$ cat src/rtl/nexys_starship_break_gen.sv
// Break-request generator for the Nexys Starship repair game: an LFSR on the game tick
// picks a part and combo, holds the request until acknowledged or timed out, then cools the part down.
module nexys_starship_break_gen #(
    parameter logic [15:0] SEED         = 16'hACE1,
    parameter logic [7:0]  COOLDOWN     = 8'd4,
    parameter logic [7:0]  ACK_TIMEOUT  = 8'd8,
    parameter logic [7:0]  LEVEL_PERIOD = 8'd30,
    parameter logic [2:0]  MAX_BROKEN   = 3'd2
) (
    input  logic       timer_clk,
    input  logic       Reset,
    input  logic       play_flag,
    input  logic       gameover_ctrl,
    input  logic [3:0] broken,
    output logic [3:0] break_req,
    output logic [3:0] random_hex,
    output logic [1:0] level,
    output logic       missed
);

    localparam int unsigned N_PARTS = 4;
    localparam logic [15:0] TAPS     = 16'hB400;
    localparam logic [7:0]  LVL_LAST = LEVEL_PERIOD - 8'd1;
    localparam logic [7:0]  ACK_LAST = ACK_TIMEOUT - 8'd1;

    typedef enum logic [1:0] {
        IDLE  = 2'd0,
        ARMED = 2'd1,
        ISSUE = 2'd2
    } state_t;

    state_t                         state_q, state_d;
    logic [15:0]                    lfsr_q, lfsr_d;
    logic [3:0]                     break_req_q, break_req_d;
    logic [3:0]                     random_hex_q, random_hex_d;
    logic [1:0]                     level_q, level_d;
    logic                           missed_q, missed_d;
    logic [N_PARTS-1:0][7:0]        cool_q, cool_d;
    logic [7:0]                     tick_cnt_q, tick_cnt_d;
    logic [7:0]                     ack_cnt_q, ack_cnt_d;
    logic [1:0]                     ch_q, ch_d;

    logic [1:0]  ch;
    logic [3:0]  roll;
    logic [3:0]  hexraw;
    logic [3:0]  thr;
    logic [2:0]  n_broken;
    logic        fire;
    logic        active;
    logic [15:0] lfsr_next;

    assign ch        = lfsr_q[1:0];
    assign roll      = lfsr_q[7:4];
    assign hexraw    = lfsr_q[11:8];
    assign n_broken  = 3'(broken[0]) + 3'(broken[1]) + 3'(broken[2]) + 3'(broken[3]);
    assign lfsr_next = {1'b0, lfsr_q[15:1]} ^ (lfsr_q[0] ? TAPS : 16'h0000);
    assign active    = (state_q == ARMED) || (state_q == ISSUE);

    // Break probability threshold grows with level.
    always_comb begin
        thr = 4'd2;
        case (level_q)
            2'd0:    thr = 4'd2;
            2'd1:    thr = 4'd5;
            2'd2:    thr = 4'd8;
            default: thr = 4'd11;
        endcase
    end

    assign fire = (roll <= thr) && !broken[ch] && (cool_q[ch] == 8'd0) && (n_broken < MAX_BROKEN);

    always_comb begin
        state_d      = state_q;
        lfsr_d       = lfsr_q;
        break_req_d  = break_req_q;
        random_hex_d = random_hex_q;
        level_d      = level_q;
        missed_d     = 1'b0;
        cool_d       = cool_q;
        tick_cnt_d   = tick_cnt_q;
        ack_cnt_d    = ack_cnt_q;
        ch_d         = ch_q;

        if (!active || gameover_ctrl) begin
            // IDLE, game over and illegal encodings all land here with a full clear.
            lfsr_d       = SEED;
            break_req_d  = 4'd0;
            random_hex_d = 4'd0;
            level_d      = 2'd0;
            cool_d       = '0;
            tick_cnt_d   = 8'd0;
            ack_cnt_d    = 8'd0;
            ch_d         = 2'd0;
            state_d      = (state_q == IDLE && play_flag) ? ARMED : IDLE;
        end else begin
            lfsr_d = lfsr_next;

            // Cooldown only runs once the part is repaired.
            for (int i = 0; i < N_PARTS; i++) begin
                if (cool_q[i] != 8'd0 && !broken[i]) begin
                    cool_d[i] = cool_q[i] - 8'd1;
                end
            end

            if (tick_cnt_q == LVL_LAST) begin
                tick_cnt_d = 8'd0;
                if (level_q != 2'd3) begin
                    level_d = level_q + 2'd1;
                end
            end else begin
                tick_cnt_d = tick_cnt_q + 8'd1;
            end

            case (state_q)
                ARMED: begin
                    if (fire) begin
                        break_req_d  = 4'(4'b0001 << ch);
                        random_hex_d = (hexraw == 4'd0) ? 4'hF : hexraw;
                        ch_d         = ch;
                        ack_cnt_d    = 8'd0;
                        state_d      = ISSUE;
                    end
                end
                ISSUE: begin
                    if (broken[ch_q]) begin
                        break_req_d    = 4'd0;
                        cool_d[ch_q]   = COOLDOWN;
                        state_d        = ARMED;
                    end else if (ack_cnt_q == ACK_LAST) begin
                        break_req_d = 4'd0;
                        missed_d    = 1'b1;
                        state_d     = ARMED;
                    end else begin
                        ack_cnt_d = ack_cnt_q + 8'd1;
                    end
                end
                default: ;
            endcase
        end
    end

    always_ff @(posedge timer_clk or posedge Reset) begin
        if (Reset) begin
            state_q      <= IDLE;
            lfsr_q       <= SEED;
            break_req_q  <= 4'd0;
            random_hex_q <= 4'd0;
            level_q      <= 2'd0;
            missed_q     <= 1'b0;
            cool_q       <= '0;
            tick_cnt_q   <= 8'd0;
            ack_cnt_q    <= 8'd0;
            ch_q         <= 2'd0;
        end else begin
            state_q      <= state_d;
            lfsr_q       <= lfsr_d;
            break_req_q  <= break_req_d;
            random_hex_q <= random_hex_d;
            level_q      <= level_d;
            missed_q     <= missed_d;
            cool_q       <= cool_d;
            tick_cnt_q   <= tick_cnt_d;
            ack_cnt_q    <= ack_cnt_d;
            ch_q         <= ch_d;
        end
    end

    assign break_req  = break_req_q;
    assign random_hex = random_hex_q;
    assign level      = level_q;
    assign missed     = missed_q;

endmodule
$ cat config.mk
export PLATFORM = sky130hd
export DESIGN_NAME = nexys_starship_break_gen
export DESIGN_NICKNAME = d
export VERILOG_FILES = /design/src/rtl/nexys_starship_break_gen.sv
export SDC_FILE = /design/constraint.sdc
export NUM_CORES = 1
export LEC_CHECK = 0
export ABC_AREA = 1
export CAP_MARGIN = 20
export CORE_AREA = 10 10 80 116
export CTS_BUF_LIST = sky130_fd_sc_hd__clkbuf_2
export DETAILED_ROUTE_END_ITERATION = 8
export DIE_AREA = 0 0 90 126
export GPL_ROUTABILITY_DRIVEN = 0
export HOLD_SLACK_MARGIN = 0.02
export PLACE_DENSITY = 0.8
export SLEW_MARGIN = 15
export SYNTH_ARGS = -nofsm -noshare
export SYNTH_HDL_FRONTEND = slang
export SYNTH_SLANG_ARGS = --single-unit
$ cat constraint.sdc
create_clock -name timer_clk -period 3.5 [get_ports timer_clk]
set_clock_uncertainty 0.05 [all_clocks]
set_input_delay 0.875 -clock timer_clk [delete_from_list [all_inputs] [get_ports timer_clk]]
set_output_delay 0.875 -clock timer_clk [all_outputs]
set_load 0.01 [all_outputs]
==> results of run 1 <==
==> placed cells by master, fill, tap and decap left out, types with 2 or more instances in the layout <==
cell / Yosys / routed
sky130_fd_sc_hd__buf_4: 0 / 5
sky130_fd_sc_hd__nor4_1: 2 / 2
sky130_fd_sc_hd__nand2_4: 2 / 2
sky130_fd_sc_hd__ha_1: 21 / 21
sky130_fd_sc_hd__nand3b_1: 3 / 3
sky130_fd_sc_hd__or2_2: 5 / 5
sky130_fd_sc_hd__clkinv_4: 0 / 2
sky130_fd_sc_hd__dfstp_2: 8 / 8
sky130_fd_sc_hd__nand2_2: 6 / 6
sky130_fd_sc_hd__xnor2_1: 4 / 4
sky130_fd_sc_hd__o21ai_0: 19 / 19
sky130_fd_sc_hd__clkdlybuf4s50_1: 0 / 18
sky130_fd_sc_hd__nor3b_1: 3 / 3
sky130_fd_sc_hd__nor2_2: 6 / 7
sky130_fd_sc_hd__inv_2: 3 / 4
sky130_fd_sc_hd__nor2_4: 4 / 4
sky130_fd_sc_hd__dfrtp_1: 71 / 71
sky130_fd_sc_hd__nand3_1: 46 / 46
sky130_fd_sc_hd__nand2_1: 104 / 104
sky130_fd_sc_hd__o21ai_1: 4 / 4
sky130_fd_sc_hd__bufinv_16: 0 / 3
sky130_fd_sc_hd__nand4_1: 9 / 9
sky130_fd_sc_hd__inv_1: 75 / 74
sky130_fd_sc_hd__clkbuf_2: 0 / 11
sky130_fd_sc_hd__o31ai_1: 2 / 2
sky130_fd_sc_hd__nor2_1: 83 / 82
sky130_fd_sc_hd__nor3_1: 18 / 18
sky130_fd_sc_hd__a21oi_1: 14 / 14
sky130_fd_sc_hd__xor2_1: 14 / 14
==> routing by layer <==
metal,vias to the layer above,GRT usage
li1,1774,-
met1,1658,0.179
met2,78,0.274
met3,20,0.0262
met4,0,0.0949
met5,-,0
==> flip-flops by register name, indices dropped and copies added, names as in the netlist <==
signal	flops
lfsr_q	16
state_q	2
ack_cnt_q	8
ch_q	2
missed	1
tick_cnt_q	8
break_req	4
random_hex	4
cool_q	32
level	2
==> worst reg2reg max path, delay by kind of cell (launching register included) <==
kind | cells | cell delay [ns]
compound gates | 1 | 0.06
fa+ha+maj | 2 | 0.45
simple gates | 9 | 1.05
flops | 1 | 0.43
buf+inv | 1 | 0.07
==> worst max-delay path by stage <==
stage	start	end	slack, ns	cells past startpoint
after detailed placement	broken[1]	break_req[3]	0.48	12
after CTS	level[0]	level[0]	0.98	1
after global placement	broken[0]	break_req[1]	0.55	12
after global routing	level[0]	level[0]	0.95	1
final	level[0]	level[0]	1.04	1
after floorplan	Reset	ack_cnt_q[0]	0.56	1
==> cell families after synthesis <==
group | after synthesis
flip-flops | 79
AO/OA/AOI/OAI | 44
AND/OR/NAND/NOR | 294
buffers and inverters | 87
XOR/XNOR | 18
adder cells (fa/ha/maj) | 22
==> report_power, final <==
| part | internal (mW) | leakage [nW] | switching, mW | total (mW) |
|---|---|---|---|---|
| Sequential | 1.01 | 1.07 | 0.0633 | 1.08 |
| Combinational | 0.165 | 1.26 | 0.348 | 0.514 |
| Clock | 0.316 | 0.0963 | 0.329 | 0.645 |
==> stage by stage <==
| stage | hold WS [ns] | total power, mW | setup slack [ns] | area, µm² | cells |
|---|---|---|---|---|---|
| 3_5_place_dp | 0.377 | 1.61 | 0.484 | 4660 | 658 |
| 5_1_grt | 0.419 | 2.37 | 0.950 | 4820 | 674 |
| 6_report | 0.405 | 2.23 | 1.04 | 4820 | 674 |
| 2_1_floorplan | 0.341 | 1.48 | 0.565 | 4370 | 544 |
| 3_3_place_gp | 0.370 | 1.60 | 0.552 | 4660 | 658 |
| 4_1_cts | 0.391 | 2.26 | 0.985 | 4820 | 674 |
==> cell type report <==
class                           instances  area [µm²]  share of cell area
Clock buffer                           11        55.1              0.0114
Clock inverter                          5         108              0.0223
Inverter                               78         293              0.0608
Multi-Input combinational cell        378        2030               0.422
Sequential cell                        79        1990               0.412
Tap cell                              100         125              0.0260
Timing Repair Buffer                   23         218              0.0452
==> implementation parameters, run 1 <==
Parameter                              Value

Yosys
  Per-instance average area after synthesis ... 8.03 µm²
  Cell with the most instances after synthesis ... sky130_fd_sc_hd__nand2_1
  Cell count after synthesis ... between 500 and 600
  Yosys top cell by area ... sky130_fd_sc_hd__dfrtp_1
  Count of unique library cells instantiated by Yosys ... 38
  Parity-gate share of the synthesized area counting xor and xnor cells ... 0.0361
  Post-Synth Simple-Gate Area ... 0.308
  Number of synthesized flops with an enable pin ... 0
  Leading cell types by total area after synthesis ... sky130_fd_sc_hd__dfrtp_1, sky130_fd_sc_hd__nand2_1, sky130_fd_sc_hd__nor2_1, sky130_fd_sc_hd__inv_1, sky130_fd_sc_hd__ha_1
  Commonest cells in the netlist ... sky130_fd_sc_hd__nand2_1, sky130_fd_sc_hd__nor2_1, sky130_fd_sc_hd__inv_1
  Fraction of the yosys area taken by sequential cells ... 0.455
  Multiplexer area fraction after synthesis ... 0
  Synthesis Warnings ... 0
  Post-synthesis adder-cell area fraction ... 0.0647
  Total standard cell area after synthesis ... 4370 µm²
  Share of Yosys cell area claimed by the top area cell type ... 0.407
  Synthesized netlist net count ... approximately 570
  Register bit count reported by yosys ... 79
  Complex-gate fraction of the synthesized area ... 0.0558
  Ys async rst share ... 1.00
  Combinational family with the most area after synthesis ... simple AND/OR/NAND/NOR gates
  Primary flip-flop cell chosen by synthesis mapping ... sky130_fd_sc_hd__dfrtp_1

Floorplan
  I/O pin count ... 19
  Std cell rows ... 38
  Die area ... ~11,000 µm²
  Core region area ... 7180 µm²
  Initial standard-cell utilization of the core ... 0.609
  Vertical die dimension ... 126 µm
  Die width ... 90 µm

Routing
  DRC ... 0
  Met3 wire length ... 326 µm
  Number of vias after detailed routing ... between 3,000 and 4,000
  Wire length per cell after detailed routing ... ~13 µm
  Total routed wirelength ... 8640 µm
  Top sig layer ... met4
  Via-to-Cell Ratio ... between 5 and 6
  Met1 layer wirelength in the final routing ... 3670 µm
  Number of iterations in the first detailed-routing pass ... 4
  Number of DRC markers in iteration 0 ... 254
  Antenna viol nets, final ... 0
  Wire length on met2 ... 4370 µm

STA
  Transition at the pin with the smallest max-transition slack ... 0.520 ns
  Fin crit share ... 0.704
  Hold Vio Cnt, Final ... 0
  Max-slew violation total from the final report ... 0
  Final worst path period need ... 2.46 ns
  Headroom to the max-slew limit ... 0.653
  Final Setup Violations ... 0
  Fin Setup TNS ... 0 ns
  Setup repair after global routing missed its margin ... no
  Maximum clock frequency ... 406 MHz

Critical path
  Number of buffers and inverters on the critical path ... 1
  Crit path max-delay cell type ... sky130_fd_sc_hd__clkdlybuf4s50_1
  Critical path data arrival time ... 1.54 ns
  Crit path launch type ... flop
  Cells along the critical path ... clkdlybuf4s50_1
  R2r worst-path depth ... 13
  Required time of the critical path ... 2.57 ns
  Crit path max fanout ... 4
  Delay-heaviest family, CP ... buffers and inverters
  Critical path type ... reg -> out
  Minimum setup slack among reg-to-reg paths ... 1.31 ns
  Worst flop-to-flop path startpoint ... level[1]
  End of the worst register-to-register path ... ack_cnt_q[1]
  CP Capture Type ... output pin
  Worst stage delay on the critical path ... 0.56 ns

Clocking
  Hold buffers post-CTS ... 0
  H-tree levels ... 3
  Root buffer cell ... sky130_fd_sc_hd__clkbuf_2
  CTS tree ... yes
  Sink Count ... 79
  TritonCTS Buffers ... 9
  Clock transition at path regs ... 0.20 ns
  Latest clock arrival within the worst-skew pair ... 0.57 ns
  Postcts setup bufs ... 0
  Maximum clock path buffer count ... 2
  CTS resizes ... 0

Pwr
  Pwr per Cell Area ... 464 nW/µm²
  Worst vdd ir ... approximately 0.00037 V
  Static Leak ... around 2.4 nW

GRT
  Largest net degree at the start of global routing ... 31
  First-pass GRT wire length ... roughly 15,000 µm
  Overall track demand over capacity in global routing ... 0.159
  Antenna violations before repair ... 0
  Via count of the first global-routing pass ... 3,437
  Congestion Overflow GR ... 0

Status
  Result of the run ... finished, final reports clean

Finish
  Layout Nets ... approximately 600
  Share of final-layout standard cells stronger than drive strength 1 ... 0.106
  Number of fill cells ... 600
  Antenna Cells ... 0
  Area growth from synthesis to layout ... 10.2%
  Post-route core utilization ... 0.671

Place
  Number of I/O port buffers ... 18
  Detailed-placement wirelength estimate ... 6300 µm

Worst hold path
  Source of the worst hold timing path ... lfsr_q[14]
  Capture endpoint of the worst hold path ... lfsr_q[13]
  Type of the tightest min-delay check ... reg -> reg
  WHS Path Cells ... 1

Flow run
  Number of maximum-capacitance constraint violations ... 0
(Power assumes the default switching activity.)
==> run 2, diff against run 1 <==
--- a/config.mk
+++ b/config.mk
@@ -7,13 +7,13 @@
 export LEC_CHECK = 0
 export ABC_AREA = 1
 export CAP_MARGIN = 20
-export CORE_AREA = 10 10 80 116
+export CORE_AREA = 10 10 83 121
 export CTS_BUF_LIST = sky130_fd_sc_hd__clkbuf_2
 export DETAILED_ROUTE_END_ITERATION = 8
-export DIE_AREA = 0 0 90 126
+export DIE_AREA = 0 0 93 131
 export GPL_ROUTABILITY_DRIVEN = 0
 export HOLD_SLACK_MARGIN = 0.02
-export PLACE_DENSITY = 0.8
+export PLACE_DENSITY = 0.77
 export SLEW_MARGIN = 15
 export SYNTH_ARGS = -nofsm -noshare
 export SYNTH_HDL_FRONTEND = slang
==> constraint.sdc (replaced) <==
create_clock -name timer_clk -period 2.25 [get_ports timer_clk]
set_clock_uncertainty 0.05 [all_clocks]
set_input_delay 0.5625 -clock timer_clk [delete_from_list [all_inputs] [get_ports timer_clk]]
set_output_delay 0.5625 -clock timer_clk [all_outputs]
set_load 0.01 [all_outputs]
==> implementation parameters, run 2 (synthesized netlist as in run 1, its figures left out) <==
Parameter                              Value

Finish
  Area growth from synthesis to layout ... 16.5%
  Most used cells in the layout excluding fill and tap cells ... sky130_fd_sc_hd__nand2_1, sky130_fd_sc_hd__nor2_1, sky130_fd_sc_hd__inv_1
  Largest registers ... cool_q: 32 flops, lfsr_q: 16 flops
  Post-layout instance count excluding filler cells ... 694 (+3.0%)
  Antenna Cells ... 0 (unchanged)
  Share of final-layout standard cells stronger than drive strength 1 ... 0.165 (+0.0584)
  Layout Nets ... 614 (+2.5%)
  Flip-flop count of the largest register, all copies and words added ... 32 (unchanged)
  Final Instance Area ... 5090 µm² (+5.7%)
  Top register by number of flip-flops ... cool_q
  Most common cell after layout, fill and taps aside ... sky130_fd_sc_hd__nand2_1

STA
  Final worst path period need ... 2.23 ns
  Fin crit share ... 0.992
  Setup repair after global routing missed its margin ... yes
  Final Setup Violations ... 0 (unchanged)
  Max-slew violation total from the final report ... 0 (unchanged)
  Headroom to the max-slew limit ... 0.743 (+0.0903)
  Hold Vio Cnt, Final ... 0 (unchanged)
  Maximum clock frequency ... around 450 MHz
  Transition at the pin with the smallest max-transition slack ... 0.383 ns (-0.137 ns)

Critical path
  Required time of the critical path ... 2.72 ns (+0.15 ns)
  End of the worst register-to-register path ... ack_cnt_q[1]
  Critical path type ... reg -> reg
  Crit path max fanout ... 8 (+4)
  Critical path data arrival time ... 2.70 ns (+1.16 ns)
  R2r worst-path depth ... 12 (-1)
  Minimum setup slack among reg-to-reg paths ... 0.02 ns (-1.29 ns)
  Worst flop-to-flop path startpoint ... level[1]
  CP Capture Type ... flop
  Crit path launch type ... flop

Floorplan
  Std cell rows ... 40 (+5.3%)
  Initial standard-cell utilization of the core ... 0.553 (-0.0561)
  Die area ... 12,200 µm² (+7.4%)
  I/O pin count ... 19 (unchanged)
  Core region area ... 7910 µm² (+10%)
  Vertical die dimension ... 131 µm (+4.0%)
  Die width ... 93 µm (+3.3%)

Clocking
  CTS tree ... yes
  Sink Count ... 79 (unchanged)
  Latest clock arrival within the worst-skew pair ... 0.55 ns (-0.02 ns)
  Maximum clock path buffer count ... 2 (unchanged)
  H-tree levels ... 3 (unchanged)
  Clock transition at path regs ... 0.23 ns (+0.03 ns)
  Hold buffers post-CTS ... 0 (unchanged)
  TritonCTS Buffers ... 9 (unchanged)
  Root buffer cell ... sky130_fd_sc_hd__clkbuf_2

Routing
  Number of vias after detailed routing ... 3,589 (+1.7%)
  Total routed wirelength ... 9220 µm (+6.7%)
  Antenna viol nets, final ... 0 (unchanged)
  Via-to-Cell Ratio ... 5.17 (-1.3%)
  Wire length per cell after detailed routing ... 13.3 µm (+3.6%)
  Number of iterations in the first detailed-routing pass ... 4 (unchanged)
  Number of DRC markers in iteration 0 ... 198 (-22%)
  DRC ... 0 (unchanged)

Pwr
  Pwr per Cell Area ... 676 nW/µm² (+46%)
  Worst vdd ir ... 0.000576 V (+56%)
  Static Leak ... 2.54 nW (+4.5%)

GRT
  Antenna violations before repair ... 0 (unchanged)
  Congestion Overflow GR ... 0 (unchanged)
  Via count of the first global-routing pass ... 3,611 (+5.1%)
  Largest net degree at the start of global routing ... 45 (+45%)
  First-pass GRT wire length ... 15,800 µm (+5.3%)
  Overall track demand over capacity in global routing ... 0.160 (+0.00192)

Place
  Number of instances in the placed design ... 675 (+2.6%)
  Total placed instance area ... 4790 µm² (+3.0%)
  Detailed-placement wirelength estimate ... 6730 µm (+6.9%)
  Number of I/O port buffers ... 18 (unchanged)

Status
  Result of the run ... finished, final reports clean

Worst hold path
  Type of the tightest min-delay check ... in -> async

Flow run
  Number of maximum-capacitance constraint violations ... 0 (unchanged)
==> run 2: changes by cell type in the layout (fill, tap and decap cells not counted), moves of 3 or more <==
cell / delta
sky130_fd_sc_hd__ha_4: +4
sky130_fd_sc_hd__buf_12: +4
sky130_fd_sc_hd__inv_1: -3
sky130_fd_sc_hd__nand3_2: +8
sky130_fd_sc_hd__nand3_1: -8
sky130_fd_sc_hd__buf_4: +10
sky130_fd_sc_hd__ha_1: -5
==> run 2: cell type report <==
| cell class | count | area, µm² |
|---|---|---|
| multi-input combinational | 379 | 2160 |
| inverter | 78 | 299 |
| clock inverter | 5 | 73.8 |
| sequential | 79 | 1990 |
| tap | 105 | 131 |
| clock buffer | 11 | 55.1 |
| fill | 684 | 2820 |
| timing repair buffer | 37 | 378 |
==> run 2: worst max-delay path: stages (launching register included) <==
cell,delay (ns)
sky130_fd_sc_hd__dfrtp_2,0.50
sky130_fd_sc_hd__ha_4,0.18
sky130_fd_sc_hd__or2_4,0.25
sky130_fd_sc_hd__ha_4,0.25
sky130_fd_sc_hd__nand2_1,0.06
sky130_fd_sc_hd__nor2_2,0.12
sky130_fd_sc_hd__a21oi_2,0.05
sky130_fd_sc_hd__nor2_2,0.19
sky130_fd_sc_hd__nand2_4,0.12
sky130_fd_sc_hd__buf_12,0.14
sky130_fd_sc_hd__nand2_4,0.11
sky130_fd_sc_hd__nand3_1,0.10
sky130_fd_sc_hd__nand2_1,0.08
==> run 2: worst max-delay path by stage <==
stage,from,endpoint,slack [ns],depth (start not counted)
4_1_cts,level[1],random_hex[0],0.02,11
5_1_grt,level[1],ack_cnt_q[1],-0.10,12
6_report,level[1],ack_cnt_q[1],0.02,12
2_1_floorplan,level[1],break_req[0],0.16,13
3_5_place_dp,broken[1],break_req[0],-0.41,12
3_3_place_gp,broken[0],state_q[0],-0.35,12
==> run 2: power breakdown <==
group / total (mW) / leakage (nW) / internal, mW / switching, mW
Combinational: 0.926 / 1.39 / 0.318 / 0.608
Sequential: 1.68 / 1.07 / 1.58 / 0.100
Clock: 0.841 / 0.0833 / 0.370 / 0.471
==> run 2: layer usage <==
metal  share of wire  vias to the layer above  GRT usage
li1                -                     1804          -
met1            0.41                     1720      0.176
met5               0                        -          0
met3           0.032                       18     0.0400
met4           0.027                        0     0.0683
met2            0.53                       47      0.287
==> run 2: per-stage QoR <==
step	total power, mW	hold slack, ns	worst slack (ns)	setup TNS (ns)	util
final	3.44	0.280	0.0178	0	0.644
after CTS	3.41	0.251	0.0236	0	0.623
after floorplan	2.30	0.341	0.165	0	-
after global placement	2.53	0.353	-0.354	-6.74	0.606
after detailed placement	2.57	0.378	-0.407	-7.74	0.606
after global routing	3.67	0.259	-0.102	-1.58	0.644
==> run 2: repair_timing <==
| action | in CTS | in global routing |
|---|---|---|
| pin swaps | 0 | 13 |
| gates cloned | 0 | 1 |
| setup buffers | 0 | 2 |
| setup endpoints to repair | 8 | 20 |
| resized for setup | 1 | 28 |
